File: src/rtl/rs_gf_pkg.sv
// GF(256) field constants, polynomial types and helpers shared by the RS key-equation stage.
// Pure combinational helpers; no state, no flow control.
package rs_gf_pkg;
  localparam int         GF_W      = 8;
  localparam logic [8:0] GF_POLY   = 9'h11D;
  localparam int         RS_T      = 2;
  localparam int         RS_NSYND  = 4;

  typedef logic [GF_W-1:0]       gf_elem_t;
  typedef gf_elem_t [RS_NSYND:0] poly_t;
  typedef logic signed [3:0]     deg_t;

  typedef enum logic [2:0] {
    ST_IDLE,
    ST_LOAD,
    ST_DIV,
    ST_SWAP,
    ST_DONE
  } euc_state_t;

  localparam poly_t POLY_X4 = poly_t'(40'h01_0000_0000);

  function automatic gf_elem_t gf_mul(input gf_elem_t a, input gf_elem_t b);
    gf_elem_t acc;
    gf_elem_t sh;
    acc = '0;
    sh  = a;
    for (int i = 0; i < GF_W; i++) begin
      if (b[i]) acc = acc ^ sh;
      sh = sh[GF_W-1] ? ((sh << 1) ^ GF_POLY[GF_W-1:0]) : (sh << 1);
    end
    return acc;
  endfunction

  // Zero polynomial reports degree -1 so "deg < t" also covers it.
  function automatic deg_t poly_deg(input poly_t p);
    deg_t d;
    d = -4'sd1;
    for (int i = 0; i <= RS_NSYND; i++) begin
      if (p[i] != '0) d = deg_t'(i);
    end
    return d;
  endfunction
endpackage

File: src/rtl/gf256_inv.sv
// Combinational GF(256) inverse as a^254 by square-and-multiply.
// Zero latency; inv(0) returns 0 and is never consumed.
module gf256_inv
  import rs_gf_pkg::*;
(
  input  logic [7:0] a,
  output logic [7:0] y
);
  localparam logic [7:0] INV_EXP = 8'd254;

  gf_elem_t acc_c;
  gf_elem_t base_c;

  always_comb begin
    acc_c  = 8'h01;
    base_c = a;
    for (int i = 0; i < GF_W; i++) begin
      if (INV_EXP[i]) acc_c = gf_mul(acc_c, base_c);
      base_c = gf_mul(base_c, base_c);
    end
    y = acc_c;
  end
endmodule

File: src/rtl/rs_dec_euclid_alg.sv
// Euclidean key-equation solver: x^4 divided down by S(x) until deg(remainder) < t, yielding Omega(x).
// Result within 16 cycles of sync; a new sync aborts any run and restarts; outputs hold until the next sync.
module rs_dec_euclid_alg
  import rs_gf_pkg::*;
(
  input  logic       i_clk,
  input  logic       i_rst,
  input  logic       i_synd_sync,
  input  logic [7:0] i_s0,
  input  logic [7:0] i_s1,
  input  logic [7:0] i_s2,
  input  logic [7:0] i_s3,
  output logic [7:0] o_gg0,
  output logic [7:0] o_gg1,
  output logic       o_ready
);
  euc_state_t state_q, state_d;
  poly_t      synd_q, a_q, b_q, b_shift, a_step;
  deg_t       deg_s, deg_a, deg_b;
  logic [2:0] shift;
  gf_elem_t   a_lead, b_lead, b_inv, q;
  logic       div_more;
  logic       ld_ab, div_en, swap_en, gg_from_s, gg_from_a;

  assign deg_s = poly_deg(synd_q);
  assign deg_a = poly_deg(a_q);
  assign deg_b = poly_deg(b_q);

  always_comb begin
    a_lead = '0;
    b_lead = '0;
    for (int i = 0; i <= RS_NSYND; i++) begin
      if (deg_a == deg_t'(i)) a_lead = a_q[i];
      if (deg_b == deg_t'(i)) b_lead = b_q[i];
    end
  end

  gf256_inv u_inv (
    .a (b_lead),
    .y (b_inv)
  );

  // One quotient term per cycle; the leading coefficient of A cancels exactly.
  assign q        = gf_mul(a_lead, b_inv);
  assign shift    = 3'(deg_a - deg_b);
  assign div_more = (a_q != '0) && (deg_a >= deg_b);

  always_comb begin
    b_shift = b_q << (GF_W * int'(shift));
    for (int i = 0; i <= RS_NSYND; i++) begin
      a_step[i] = a_q[i] ^ gf_mul(q, b_shift[i]);
    end
  end

  always_ff @(posedge i_clk) begin
    if (i_rst) state_q <= ST_IDLE;
    else       state_q <= state_d;
  end

  always_comb begin
    state_d = state_q;
    if (i_synd_sync) begin
      state_d = ST_LOAD;
    end else begin
      case (state_q)
        ST_IDLE, ST_DONE: state_d = state_q;
        ST_LOAD: state_d = (deg_s < deg_t'(RS_T)) ? ST_DONE : ST_DIV;
        ST_DIV:  state_d = div_more ? ST_DIV : ST_SWAP;
        ST_SWAP: state_d = (deg_a < deg_t'(RS_T)) ? ST_DONE : ST_DIV;
        default: state_d = ST_IDLE;
      endcase
    end
  end

  always_comb begin
    o_ready   = 1'b0;
    ld_ab     = 1'b0;
    div_en    = 1'b0;
    swap_en   = 1'b0;
    gg_from_s = 1'b0;
    gg_from_a = 1'b0;
    case (state_q)
      ST_LOAD: begin
        ld_ab     = 1'b1;
        gg_from_s = !i_synd_sync && (deg_s < deg_t'(RS_T));
      end
      ST_DIV:  div_en = div_more;
      ST_SWAP: begin
        swap_en   = 1'b1;
        gg_from_a = !i_synd_sync && (deg_a < deg_t'(RS_T));
      end
      ST_DONE: o_ready = 1'b1;
      default: o_ready = 1'b0;
    endcase
  end

  always_ff @(posedge i_clk) begin
    if (i_rst) begin
      synd_q <= '0;
      a_q    <= '0;
      b_q    <= '0;
      o_gg0  <= '0;
      o_gg1  <= '0;
    end else begin
      if (i_synd_sync) synd_q <= {8'h00, i_s3, i_s2, i_s1, i_s0};
      if (ld_ab) begin
        a_q <= POLY_X4;
        b_q <= synd_q;
      end else if (div_en) begin
        a_q <= a_step;
      end else if (swap_en) begin
        a_q <= b_q;
        b_q <= a_q;
      end
      if (gg_from_s) begin
        o_gg0 <= synd_q[0];
        o_gg1 <= synd_q[1];
      end else if (gg_from_a) begin
        o_gg0 <= a_q[0];
        o_gg1 <= a_q[1];
      end
    end
  end
endmodule

File: config.mk
export PLATFORM = sky130hd
export DESIGN_NAME = rs_dec_euclid_alg
export DESIGN_NICKNAME = d
export VERILOG_FILES = /design/src/rtl/rs_gf_pkg.sv /design/src/rtl/gf256_inv.sv /design/src/rtl/rs_dec_euclid_alg.sv
export SDC_FILE = /design/constraint.sdc
export NUM_CORES = 1
export LEC_CHECK = 0
export ABC_AREA = 1
export CAP_MARGIN = 20
export CORE_AREA = 2 2 310 312
export CTS_BUF_LIST = sky130_fd_sc_hd__clkbuf_4
export CTS_CLUSTER_SIZE = 30
export DETAILED_ROUTE_END_ITERATION = 8
export DIE_AREA = 0 0 312 314
export PLACE_DENSITY = 0.58
export RECOVER_POWER = 25
export SYNTH_ARGS = -nofsm -noshare
export SYNTH_HDL_FRONTEND = slang
export SYNTH_SLANG_ARGS = --single-unit
File: constraint.sdc
create_clock -name i_clk -period 20.8 [get_ports i_clk]
set_input_delay 6.24 -clock i_clk [delete_from_list [all_inputs] [get_ports i_clk]]
set_output_delay 6.24 -clock i_clk [all_outputs]
set_load 0.02 [all_outputs]
==> impl_results.md <==
* Share of cells above drive strength 1 at 12.78%
* FF-to-FF setup slack at 1.66 ns
* Vias/cell at 5.311
* Final Hold Vio Count at 0
* Nature of the critical path endpoint: flop
* GRT Util Overall at 27.33%
* Type of origin of the critical path: flop
* Leading area contributor after synthesis: nand2_1
* Routed Antenna Nets at 0
* Final Cycle Share at 92.03%
* Initial Util at 40.79%
* Most frequent CP cell: nand2_1
* Failing checks: capacitance limit, slew limit
* ANT cells at 0
* Fill cells at 10860
* Global-route wire length before repair at 220.4 mm
* Buffers on Ports at 51
* Slowest stage delay, CP at 0.60 ns
* Max transition margin at -94.79%
* Fin worst setup slack at 1.658 ns
* Post-Syn Area at 0.03852 mm2
* Num ports at 52
* Top post-synthesis cells by area: nand2_1 (28%), nand3_1 (15%), inv_1 (7.9%)
* Via count at 45590
* # Max-Cap Violations at 2
* Distinct cells, synth at 65
* Register area at 0.002623 mm2
* CTS tree: done
* Vias in the first global route at 40750
* Routability cong. at 0.9822
* Cell Rows at 113
* Slew Limit Fails at 142
* Share of synthesized area occupied by flip-flops and latches at 6.808%
* Synthesized instance count at 7422
* Longest Clk Path Bufs at 2
* DP Wirelength at 108.5 mm
* Ys flop type: dfxtp_1
* Drt first pass iters at 8
* Root Driver: clkbuf_4
* Multi-input logic area at 0.03044 mm2
* Clock skew at 0.03397 ns
* Share of the synthesized area in the top cell type at 28.17%
* DRC errors left at 0
* Synthesized Nets at 7473
* Largest net degree at the start of global routing at 78
* CP required at 21.27 ns
* Pre-CTS WS at 1.280 ns
* DR iter-0 viols at 4165
* Clock Latency Late Sink at 0.61 ns
* CP bufs+invs at 19
* Post-CTS Setup Inserts at 0
* Slowest cell on the critical path: inv_4
* Flops & latches, synth at 131
* CTS buffer count at 17
* Core area at 0.09445 mm2
* Most frequent cell after synthesis: nand2_1
* Final wirelength at 138.8 mm
* Worst min path class: reg -> reg
* Wire per inst at 16.17 um
* Nets at 7356
* CP Class: reg -> reg
* Die area at 0.09797 mm2
* Setup-failing EPs final at 0
* Outcome: complete, but fails checks
* Post-synthesis async set-or-reset flop share at 0%
* Avg Cell Area, Syn at 5.190 um2
* Die X at 312 um
* Tmin final at 19.14 ns
* Yosys warning total at 0
* Max H-tree Level at 4
* GR Overflow Total at 0
* Die Ht at 314 um
* Crit-path leading delay family: simple AND/OR/NAND/NOR gates
* Synth top cells by count: nand2_1 (2891), nand3_1 (1155), inv_1 (812)
* Worst-margin pin slew at 2.922 ns
* Initial antenna violation count at 0
* F_max at 52.24 MHz
* Arrival @ worst endpoint at 19.62 ns
* Post-synth EDFFs at 0
* Worst-path clk slew at 0.14 ns
* Clock sink count at 131
* Placed Area at 0.03900 mm2
* Crit-path max FO at 55
* Synth-to-layout area growth at 2.066%
* Design area at 0.03932 mm2
routing by layer:
layer	wire length, um	part of all wire [%]	vias up	GRT usage [%]
met3	9094	6.6	205	2.220
met4	3550	2.6	0	7.026
li1	-	-	23140	-
met5	0	0	-	0
met1	64110	46	20680	38.18
met2	62040	45	1566	45.16
timing repair:
action                                 CTS  global route
endpoints found under the hold margin    0             0
resized for setup                        0            19
hold buffers                             0             0
setup endpoints to repair                0            40
kinds of logic after synthesis:
kind of cell	Yosys count	share of synthesized area, %
buf+inv	1182	14.32
xor+xnor	267	6.392
simple gates	5362	65.13
fa+ha+maj	16	0.5392
flops	131	6.808
compound gates	464	6.811
cell type report:
| class | instances | area share, % |
|---|---|---|
| inverter | 966 | 9.362 |
| multi-input combinational | 6109 | 77.43 |
| clock inverter | 13 | 0.3182 |
| clock buffer | 19 | 0.3628 |
| timing repair buffer | 80 | 1.833 |
| sequential | 131 | 6.670 |
| tap | 1265 | 4.026 |
metrics by stage:
stage	hold WS (ns)	utilization [%]	instances	setup TNS, ns
2_1_floorplan	0.4455	-	7422	0
3_3_place_gp	0.4748	41.28	8550	0
3_5_place_dp	0.4769	41.29	8551	0
4_1_cts	0.5003	41.57	8583	0
5_1_grt	0.5220	41.63	8583	-0.007432
6_report	0.4973	41.63	8583	0
worst paths after layout:
path / cells after the start / from / to
hold reg to reg: 2 / synd_q[23] / synd_q[23]
setup reg to reg: 122 / b_q[34] / a_q[35]
setup / recovery: 122 / b_q[34] / a_q[35]
hold / removal: 2 / synd_q[23] / synd_q[23]
worst register-to-register path: cells and delay by family (launching register included):
| kind | cells | cell delay [ns] |
|---|---|---|
| xor+xnor | 5 | 1.16 |
| fa+ha+maj | 5 | 1.81 |
| compound gates | 2 | 0.32 |
| buf+inv | 19 | 3.07 |
| simple gates | 91 | 12.29 |
| flops | 1 | 0.38 |
sequential cells by signal, indices dropped and copies added (netlist names):
register / cells
b_q: 40
o_gg0: 8
state_q: 3
a_q: 40
synd_q: 32
o_gg1: 8
layout by cell type, fill, tap and decap left out, drive strengths merged, types with 4 or more instances in the layout:
| master | Yosys | layout |
|---|---|---|
| nand2 | 3363 | 3363 |
| nand3 | 1299 | 1299 |
| inv | 942 | 940 |
| nor2 | 537 | 537 |
| o21ai | 236 | 236 |
| xor2 | 171 | 171 |
| a21oi | 145 | 145 |
| dfxtp | 131 | 131 |
| xnor2 | 96 | 96 |
| nand3b | 67 | 67 |
| nand4 | 58 | 58 |
| clkdlybuf4s50 | 0 | 48 |
| clkinv | 24 | 34 |
| buf | 140 | 27 |
| clkbuf | 71 | 21 |
| a221oi | 17 | 17 |
| nor3 | 15 | 15 |
| ha | 15 | 15 |
| o21bai | 15 | 15 |
| or2 | 13 | 13 |
| o22ai | 12 | 12 |
| o211ai | 12 | 12 |
| o221ai | 9 | 9 |
| nor4 | 8 | 8 |
| a31oi | 7 | 7 |
| a211oi | 7 | 7 |
| clkinvlp | 0 | 4 |
Power is left out: the tool's default activity adds up to more than one toggle a clock period on the data nets, which glitch-free logic cannot reach.
